**src/rtl/mem_wb_pipe_pkg.sv**
```systemverilog
// Shared constants and state encoding for the MEM->WB pipeline register.
// Occupancy doubles as the FSM state so it can be driven straight out.
package mem_wb_pipe_pkg;

   localparam logic [6:0]  ALOPI     = 7'b0010011;
   localparam logic [31:0] ZERO_WORD = 32'h0000_0000;

   typedef enum logic [1:0] {
      EMPTY = 2'd0,
      ONE   = 2'd1,
      TWO   = 2'd2
   } occ_t;

endpackage

```
**src/rtl/mem_wb_lane_reg.sv**
```systemverilog
// Single writeback lane register {we, addr, val, type} with load, hold and clear.
// Clear wins over load and restores the reset payload.
module mem_wb_lane_reg
   import mem_wb_pipe_pkg::*;
#(
   parameter int                 ADDR_W   = 5,
   parameter int                 DATA_W   = 32,
   parameter int                 TYPE_W   = 7,
   parameter logic [TYPE_W-1:0]  NOP_TYPE = TYPE_W'(ALOPI)
) (
   input  logic              clk,
   input  logic              rst_n,
   input  logic              load,
   input  logic              clear,
   input  logic              d_we,
   input  logic [ADDR_W-1:0] d_addr,
   input  logic [DATA_W-1:0] d_val,
   input  logic [TYPE_W-1:0] d_type,
   output logic              q_we,
   output logic [ADDR_W-1:0] q_addr,
   output logic [DATA_W-1:0] q_val,
   output logic [TYPE_W-1:0] q_type
);

   always_ff @(posedge clk or negedge rst_n) begin
      if (!rst_n) begin
         q_we   <= 1'b0;
         q_addr <= '0;
         q_val  <= DATA_W'(ZERO_WORD);
         q_type <= NOP_TYPE;
      end else if (clear) begin
         q_we   <= 1'b0;
         q_addr <= '0;
         q_val  <= DATA_W'(ZERO_WORD);
         q_type <= NOP_TYPE;
      end else if (load) begin
         q_we   <= d_we;
         q_addr <= d_addr;
         q_val  <= d_val;
         q_type <= d_type;
      end
   end

endmodule

```
**src/rtl/mem_wb_pipe.sv**
```systemverilog
// MEM->WB pipeline register, LANES wide, with a 2-entry skid buffer, flush and x0 suppression.
// state | meaning
// EMPTY | no beat held, out_valid=0
// ONE   | head entry holds a beat
// TWO   | head and skid hold beats, upstream blocked
module mem_wb_pipe
   import mem_wb_pipe_pkg::*;
#(
   parameter int                 LANES    = 1,
   parameter int                 ADDR_W   = 5,
   parameter int                 DATA_W   = 32,
   parameter int                 TYPE_W   = 7,
   parameter logic [TYPE_W-1:0]  NOP_TYPE = TYPE_W'(ALOPI)
) (
   input  logic                     clk_in,
   input  logic                     rst_n_in,
   input  logic                     rdy_in,
   input  logic                     flush_in,
   input  logic                     in_valid,
   output logic                     in_ready,
   input  logic [LANES-1:0]         in_we,
   input  logic [LANES*ADDR_W-1:0]  in_rd_addr,
   input  logic [LANES*DATA_W-1:0]  in_rd_val,
   input  logic [LANES*TYPE_W-1:0]  in_ins_type,
   output logic                     out_valid,
   input  logic                     out_ready,
   output logic [LANES-1:0]         out_we,
   output logic [LANES*ADDR_W-1:0]  out_rd_addr,
   output logic [LANES*DATA_W-1:0]  out_rd_val,
   output logic [LANES*TYPE_W-1:0]  out_ins_type,
   output logic [1:0]               occupancy
);

   occ_t state;
   logic head_valid, skid_valid;
   logic acc, pop, move_ok;
   logic head_load, skid_load, head_from_skid;

   assign head_valid = (state != EMPTY);
   assign skid_valid = (state == TWO);

   assign in_ready  = rdy_in & ~skid_valid;
   assign acc       = in_valid & in_ready;
   assign pop       = head_valid & out_ready & rdy_in;
   assign out_valid = head_valid;
   assign occupancy = state;

   // Flush overrides everything, including a frozen pipe.
   assign move_ok        = rdy_in & ~flush_in;
   assign head_from_skid = (state == TWO);
   assign head_load      = move_ok & (((state == EMPTY) & acc) |
                                      ((state == ONE) & acc & pop) |
                                      ((state == TWO) & pop));
   assign skid_load      = move_ok & (state == ONE) & acc & ~pop;

   always_ff @(posedge clk_in or negedge rst_n_in) begin
      if (!rst_n_in) begin
         state <= EMPTY;
      end else if (flush_in) begin
         state <= EMPTY;
      end else if (rdy_in) begin
         case (state)
            EMPTY: if (acc) state <= ONE;
            ONE: begin
               if (acc && !pop)      state <= TWO;
               else if (!acc && pop) state <= EMPTY;
            end
            TWO:     if (pop) state <= ONE;
            default: state <= EMPTY;
         endcase
      end
   end

   for (genvar i = 0; i < LANES; i++) begin : g_lane
      logic              h_we, s_we;
      logic [ADDR_W-1:0] h_addr, s_addr;
      logic [DATA_W-1:0] h_val, s_val;
      logic [TYPE_W-1:0] h_type, s_type;

      mem_wb_lane_reg #(
         .ADDR_W(ADDR_W), .DATA_W(DATA_W), .TYPE_W(TYPE_W), .NOP_TYPE(NOP_TYPE)
      ) u_head (
         .clk    (clk_in),
         .rst_n  (rst_n_in),
         .load   (head_load),
         .clear  (flush_in),
         .d_we   (head_from_skid ? s_we   : in_we[i]),
         .d_addr (head_from_skid ? s_addr : in_rd_addr[i*ADDR_W +: ADDR_W]),
         .d_val  (head_from_skid ? s_val  : in_rd_val[i*DATA_W +: DATA_W]),
         .d_type (head_from_skid ? s_type : in_ins_type[i*TYPE_W +: TYPE_W]),
         .q_we   (h_we),
         .q_addr (h_addr),
         .q_val  (h_val),
         .q_type (h_type)
      );

      mem_wb_lane_reg #(
         .ADDR_W(ADDR_W), .DATA_W(DATA_W), .TYPE_W(TYPE_W), .NOP_TYPE(NOP_TYPE)
      ) u_skid (
         .clk    (clk_in),
         .rst_n  (rst_n_in),
         .load   (skid_load),
         .clear  (flush_in),
         .d_we   (in_we[i]),
         .d_addr (in_rd_addr[i*ADDR_W +: ADDR_W]),
         .d_val  (in_rd_val[i*DATA_W +: DATA_W]),
         .d_type (in_ins_type[i*TYPE_W +: TYPE_W]),
         .q_we   (s_we),
         .q_addr (s_addr),
         .q_val  (s_val),
         .q_type (s_type)
      );

      // x0 is hardwired zero, so a write to it must never reach the register file.
      assign out_we[i]                        = head_valid & h_we & (h_addr != '0);
      assign out_rd_addr[i*ADDR_W +: ADDR_W]  = h_addr;
      assign out_rd_val[i*DATA_W +: DATA_W]   = h_val;
      assign out_ins_type[i*TYPE_W +: TYPE_W] = h_type;
   end

endmodule

```
**config.mk**
```make
export PLATFORM = sky130hd
export DESIGN_NAME = mem_wb_pipe
export DESIGN_NICKNAME = d
export VERILOG_FILES = /design/src/rtl/mem_wb_pipe_pkg.sv /design/src/rtl/mem_wb_lane_reg.sv /design/src/rtl/mem_wb_pipe.sv
export SDC_FILE = /design/constraint.sdc
export NUM_CORES = 1
export LEC_CHECK = 0
export CAP_MARGIN = 20
export CORE_MARGIN = 5
export CORE_UTILIZATION = 26
export CTS_CLUSTER_DIAMETER = 200
export DETAILED_ROUTE_END_ITERATION = 8
export GPL_TIMING_DRIVEN = 0
export PLACE_DENSITY_LB_ADDON = 0.08
export RECOVER_POWER = 50
export SLEW_MARGIN = 15
export SYNTH_ARGS = -nofsm -noshare
export SYNTH_HDL_FRONTEND = slang
export SYNTH_SLANG_ARGS = --single-unit
```
**constraint.sdc**
```tcl
create_clock -name clk_in -period 1.95 [get_ports clk_in]
set_clock_uncertainty 0.1 [all_clocks]
set_input_delay 0.195 -clock clk_in [delete_from_list [all_inputs] [get_ports clk_in]]
set_output_delay 0.195 -clock clk_in [all_outputs]
set_load 0.005 [all_outputs]
```
Yosys cells after proc, flatten, opt, wreduce, memory -nomap -nowiden
Index checks and enable logic that the tools add are counted.
{"block": "totals", "regBits": 92, "in_bits": 51, "output_inout_bits": 49, "elab_cells": 72}
{"block": "op_classes", "n_eq_ne": 5, "muxes": 27, "n_bitwise": 20, "reduce_logical": 11}
{"op": "$mux 32", "count": 5}
{"op": "$mux 7", "count": 5}
{"op": "$mux 5", "count": 5}
{"op": "$and 1x1->1", "count": 15}
{"op": "$mux 2", "count": 6}
{"op": "$reduce_bool 2->1", "count": 4}
{"op": "$ne 3x3->1 const B", "count": 2}
{"op": "$pmux 2 s3", "count": 1}
{"op": "$mux 1", "count": 5}
{"op": "$reduce_bool 5->1", "count": 1}
{"op": "$ne 4x2->1 const B", "count": 1}
{"op": "$reduce_and 4->1", "count": 1}
{"op": "$not 1->1", "count": 3}
{"op": "$eq 2x1->1 const B", "count": 1}
{"op": "$eq 2x2->1 const B", "count": 1}
{"op": "$logic_and 1x1->1", "count": 2}
{"op": "$logic_not 1->1", "count": 2}
{"op": "$logic_not 2->1", "count": 1}
{"op": "$or 1x1->1", "count": 2}

Logic depth before layout (Yosys ltp)
{"block": "depth", "word_depth": 11, "mapped_depth": 9}

Hierarchy
A second synthesis with hierarchy kept.
{"block": "unflattened", "cells_unflattened": 365, "area_unflattened_um2": 4504.3}
{"module": "mem_wb_lane_reg", "n_inst": 2, "cells_per_inst": 145, "area_per_inst_um2": 1866.8, "seq_area_each_um2": 1129.8}
{"module": "mem_wb_pipe", "n_inst": 1, "cells_per_inst": 75, "area_per_inst_um2": 770.7, "seq_area_each_um2": 50.0}

Least setup slack after synthesis
Ideal clock, no wire load.
{"block": "synth_path", "path_type": "register -> register", "startpoint": "reg state[0], in the netlist occupancy[0]", "endpoint": "reg state[0], in the netlist occupancy[0]", "setup_time_ns": 0.131, "arrival_time_ns": 1.719, "t_required_ns": 1.719, "setup_slack_ns": 0.001, "path_stages_with_launch": 10, "path_buffers": 2, "period_less_slack_ns": 1.949, "path_cell_list": "dfrtp_1 > nand2b_1 > buf_4 > buf_4 > and3_1 > ha_1 > inv_1 > o21ai_0 > a21oi_1 > nor2_1"}
{"block": "synth_between", "elab_chain_len": 9}
{"element": "start: declaration", "line": "mem_wb_pipe.sv:34", "text": "occ_t state;"}
{"element": "start signal: assignment", "line": "mem_wb_pipe.sv:58", "text": "state <= EMPTY;"}
{"element": "start signal: assignment", "line": "mem_wb_pipe.sv:60", "text": "state <= EMPTY;"}
{"element": "start signal: assignment", "line": "mem_wb_pipe.sv:63", "text": "EMPTY: if (acc) state <= ONE;"}
{"element": "$eq 2x2->1 or $reduce_bool 2->1 (tied branches)", "line": "mem_wb_pipe.sv:40, mem_wb_pipe.sv:62, mem_wb_pipe.sv:39"}
{"element": "$not 1->1 or $and 1x1->1 (tied branches)", "line": "mem_wb_pipe.sv:42, mem_wb_pipe.sv:44"}
{"element": "$and 1x1->1, on equally long branches", "line": "mem_wb_pipe.sv:42, mem_wb_pipe.sv:44"}
{"element": "$and 1x1->1 or $logic_not 1->1 (tied branches)", "line": "mem_wb_pipe.sv:43, mem_wb_pipe.sv:65"}
{"element": "$logic_and 1x1->1", "line": "mem_wb_pipe.sv:65", "text": "if (acc && !pop) state <= TWO;"}
{"element": "$mux 2", "line": "mem_wb_pipe.sv:65"}
{"element": "$pmux 2 s3", "line": "mem_wb_pipe.sv:62", "text": "case (state)"}
{"element": "$mux 2", "line": "mem_wb_pipe.sv:61", "text": "end else if (rdy_in) begin"}
{"element": "$mux 2", "line": "mem_wb_pipe.sv:59", "text": "end else if (flush_in) begin"}
Several ways; a longest one is shown, not always the timed one. The select of a mux whose other input is x is not followed.
A chain may end at the register's enable or synchronous reset.

Worst setup path in the final report
{"block": "layout_path", "startpoint": "reg g_lane[0].u_head.q_addr[1]", "endpoint": "out out_we"}
{"block": "layout_between", "elab_chain_len": 2}
{"element": "start: declaration", "line": "mem_wb_lane_reg.sv:20", "text": "output logic [ADDR_W-1:0] q_addr,"}
{"element": "start signal: assignment", "line": "mem_wb_lane_reg.sv:38", "text": "q_addr <= d_addr;"}
{"element": "$reduce_bool 5->1", "line": "mem_wb_pipe.sv:115", "text": "assign out_we[i] = head_valid & h_we & (h_addr != '0);"}
{"element": "$and 1x1->1", "line": "mem_wb_pipe.sv:115"}
{"element": "end: declaration", "line": "mem_wb_pipe.sv:27", "text": "output logic [LANES-1:0] out_we,"}
Every way passes these cells.

==> run_results.csv <==
group,metric,value,unit
pwr,p_int,3510,uW
floorplan,dieWidth,141,um
global_route,grt_use_total,13.4,%
logic_synthesis,synthAdderAreaFrac,0.278,%
logic_synthesis,synth.net_count,470,
logic_synthesis,synth_edf_count,0,
sta,relSlewSlack,32.3,%
logic_synthesis,synth_area_leaders,"dfrtp_1, mux2i_1, nand2b_1, o21ai_0, nand2_1",
drt,met1_length,6000,um
floorplan,ios,100,
clock_network,clk_latency,0.34,ns
drt,routed.top_layer,"met4",
clock_network,cts_buffers,9,
drt,wl_per_cell,16.2,um
drt,num_vias,3256,
sta,worst_pin_slew,1.02,ns
layout,utilization,36.3,%
pwr,power_leakage,0.00319,uW
placement,dp.cells,743,
clock_network,htreeDepth,3,
drt,wl_met2,5750,um
worst_setup_path,endpoint_kind,"output pin",
worst_setup_path,crit_path_start_kind,"register",
sta,max_freq,0.528,GHz
logic_synthesis,synthesis.instances,418,
drt,dr_wl_met3,479,um
worst_setup_path,path_class,"register to output pin",
outcome,status,"complete, no violations",
logic_synthesis,ys_seq_elements,92,
global_route,grt_pass1_vias,3733,
floorplan,start_util,26.2,%
logic_synthesis,synthXorXnorAreaFrac,0,%
logic_synthesis,syn_area,4490,um^2
logic_synthesis,syn_avg_cell_area,10.7,um^2
worst_setup_path,cp.arrival,1.60,ns
drt,ant_nets,0,
global_route,grt_max_degree,76,
worst_setup_path,required,1.65,ns
pwr,power_frac_seq,44.4,%
layout,drive_gt1_share,10.5,%
clock_network,clock_sinks,92,
global_route,grt_pass1_wl,20700,um
floorplan,die_h,141,um
logic_synthesis,async_reset_ff_share,100,%
logic_synthesis,ys.flop_type,"dfrtp_1",
drt,via_per_inst,4.25,
placement,place_congestion,0.770,
logic_synthesis,ys_seq_area_share,51.4,%
placement,io_buffer_count,99,
worst_setup_path,crit_fanout,2,
sta,rsz0062_at_grt,"no",
floorplan,row_count,48,
drt,drt_pass1_iterations,4,
logic_synthesis,ys_warn_count,0,
pwr,p_comb_share,11.1,%
clock_network,cts.path.max_buffers,2,
clock_network,root_buffer,"clkbuf_16",
logic_synthesis,synth_simple_gate_area_share,18.4,%
pwr,p_sw,1020,uW
clock_network,clkSlewWorstSetupHoldPaths,0.07,ns
layout,layout.cells.non_filler,766,
floorplan,dieArea,20000,um^2
drt,drc,0,
layout,diodes,0,
logic_synthesis,synth_compound_area_share,6.07,%
logic_synthesis,synth_top_family_by_area,"multiplexers",
pwr,irDropWorstVdd,0.393,mV
pwr,p_per_area,730,nW/um^2
logic_synthesis,synth.distinct_cells,27,
layout,area_growth,38.2,%
logic_synthesis,synth.mux.area_fraction,20.1,%
layout,nets,588,
pwr,swShare,22.5,%
sta,holdWs,0.147,ns
logic_synthesis,yosysTopAreaCell,"dfrtp_1",
sta,drv_slew,0,
floorplan,core_area,17100,um^2
sta,period_needed,1.89,ns
global_route,antenna_found_initial,0,
drt,routed_wl,12400,um
sta,hold_violations,0,
pwr,p_clk_share,44.5,%
worst_hold_path,hp-class,"input port to async pin",
sta,finalSetupViolCount,0,
sta,timing.final.crit_share,97.2,%
clock_network,cts_tree,"yes",
global_route,grt-ovfl-total,0,
drt,drt_iter0_markers,80,
logic_synthesis,synth_top_area_share,47.9,%
placement,hpwl,8630,um
layout,fillCellCount,1737,
flow_run,drv_cap,0,
-- through the flow --
stage / setup WS [ns] / TNS [ns] / area (um^2) / power, uW
6_report: 0.0554 / 0 / 6210 / 4530
3_5_place_dp: -0.437 / -32.44 / 5790 / 2570
3_3_place_gp: -3.23 / -315.08 / 5770 / 2560
4_1_cts: 0.00602 / 0 / 6230 / 4650
2_1_floorplan: 0.000888 / 0 / 4490 / 2230
5_1_grt: 0.000149 / 0 / 6210 / 4760
-- path summary, 6_finish.rpt --
check,slack (ns),cells after the start,endpoint,start
worst max-delay path,0.06,3,out_we,g_lane[0].u_head.q_addr[1]
worst min-delay path,0.15,2,g_lane[0].u_head.q_type[2],rst_n_in
worst max register to register,0.10,9,occupancy[0],occupancy[0]
worst min register to register,0.41,2,g_lane[0].u_skid.q_type[1],g_lane[0].u_skid.q_type[1]
max in group asynchronous,0.36,3,g_lane[0].u_skid.q_val[11],rst_n_in
min in group clk_in,0.31,3,g_lane[0].u_skid.q_type[1],in_ins_type[1]
-- registers in the layout (all words and copies together), names as in the netlist --
| signal | flops |
|---|---|
| g_lane.u_head.q_val | 32 |
| g_lane.u_skid.q_val | 32 |
| g_lane.u_head.q_type | 7 |
| g_lane.u_skid.q_type | 7 |
| g_lane.u_head.q_addr | 5 |
| g_lane.u_skid.q_addr | 5 |
| occupancy | 2 |
| g_lane.u_head.q_we | 1 |
| g_lane.u_skid.q_we | 1 |
-- logic make-up (layout without fill, tap and decap cells) --
kind of cell	count (synthesis)	in the layout
AOI/OAI and AO/OA	53	53
adders and majority gates	1	1
buffers and inverters	31	154
DFF	92	92
muxes	90	90
and+or+nand+nor	151	151
-- cell type report --
cell class | count | area (um^2) | share of cell area [%]
clock buffers | 9 | 225 | 3.63
flip-flops and latches | 92 | 2310 | 37.2
clock inverters | 7 | 115 | 1.85
inverters | 2 | 7.51 | 0.121
well taps | 225 | 282 | 4.53
repair buffers | 109 | 1070 | 17.2
multi-input cells | 295 | 2020 | 32.5
plain buffers | 27 | 178 | 2.86
-- worst max-delay path, cell delays in order (launching register included) --
cell             delay (ns)
dfrtp_1                0.38
or3_1                  0.37
o311a_1                0.29
clkdlybuf4s15_2        0.22
-- metal layers --
metal / vias to the layer above / global-route usage (%)
met5: - / 0
met4: 0 / 4.85
met3: 12 / 2.46
met2: 67 / 21.4
met1: 1548 / 18.2
li1: 1629 / -
-- what timing repair did --
item                                    CTS  global route
endpoints found under the setup margin   45            71
buffers inserted                          8             0
gates cloned                              0             0
hold buffers                              1             0
pin swaps                                 1             2
endpoints found under the hold margin    92             0
resized for setup                        12             7
-- power by group through the flow --
| stage | registers (uW) | clock network [uW] | logic [uW] |
|---|---|---|---|
| after floorplan | 2050 | 0 | 180 |
| after global placement | 2050 | 0 | 512 |
| after detailed placement | 2050 | 0 | 521 |
| after CTS | 2010 | 2110 | 533 |
| after global routing | 2020 | 2180 | 560 |
| final | 2010 | 2020 | 503 |
-- cells in the mapped netlist, types with 2 or more instances --
| master | n |
|---|---|
| mux2i_1 | 90 |
| dfrtp_1 | 86 |
| nand2b_1 | 86 |
| nand2_1 | 47 |
| o21ai_0 | 39 |
| clkbuf_1 | 14 |
| nor2_1 | 9 |
| o21ai_1 | 9 |
| buf_2 | 6 |
| dfstp_2 | 6 |
| buf_6 | 4 |
| a21oi_1 | 3 |
| buf_4 | 3 |
| clkbuf_4 | 2 |
| inv_1 | 2 |
-- cells in the final DEF (no fill, tap or decap), types with 2 or more instances in the layout --
| cell | netlist | layout |
|---|---|---|
| o21ai_1 | 9 | 9 |
| buf_2 | 6 | 6 |
| a21oi_1 | 3 | 3 |
| dfstp_2 | 6 | 6 |
| clkdlybuf4s50_1 | 0 | 72 |
| buf_4 | 3 | 10 |
| clkinv_2 | 0 | 2 |
| dfrtp_2 | 0 | 2 |
| nand2_1 | 47 | 47 |
| clkbuf_2 | 0 | 3 |
| nor2_1 | 9 | 9 |
| dfrtp_1 | 86 | 84 |
| dlygate4sd2_1 | 0 | 2 |
| bufinv_16 | 0 | 3 |
| inv_1 | 2 | 2 |
| clkbuf_16 | 0 | 9 |
| buf_6 | 4 | 6 |
| o21ai_0 | 39 | 39 |
| nand2b_4 | 1 | 2 |
| clkbuf_4 | 2 | 2 |
| mux2i_1 | 90 | 90 |
| dlygate4sd3_1 | 0 | 24 |
| nand2b_1 | 86 | 85 |
| clkinvlp_4 | 0 | 2 |
| clkbuf_1 | 14 | 9 |
Power figures use the tool's default switching activity.
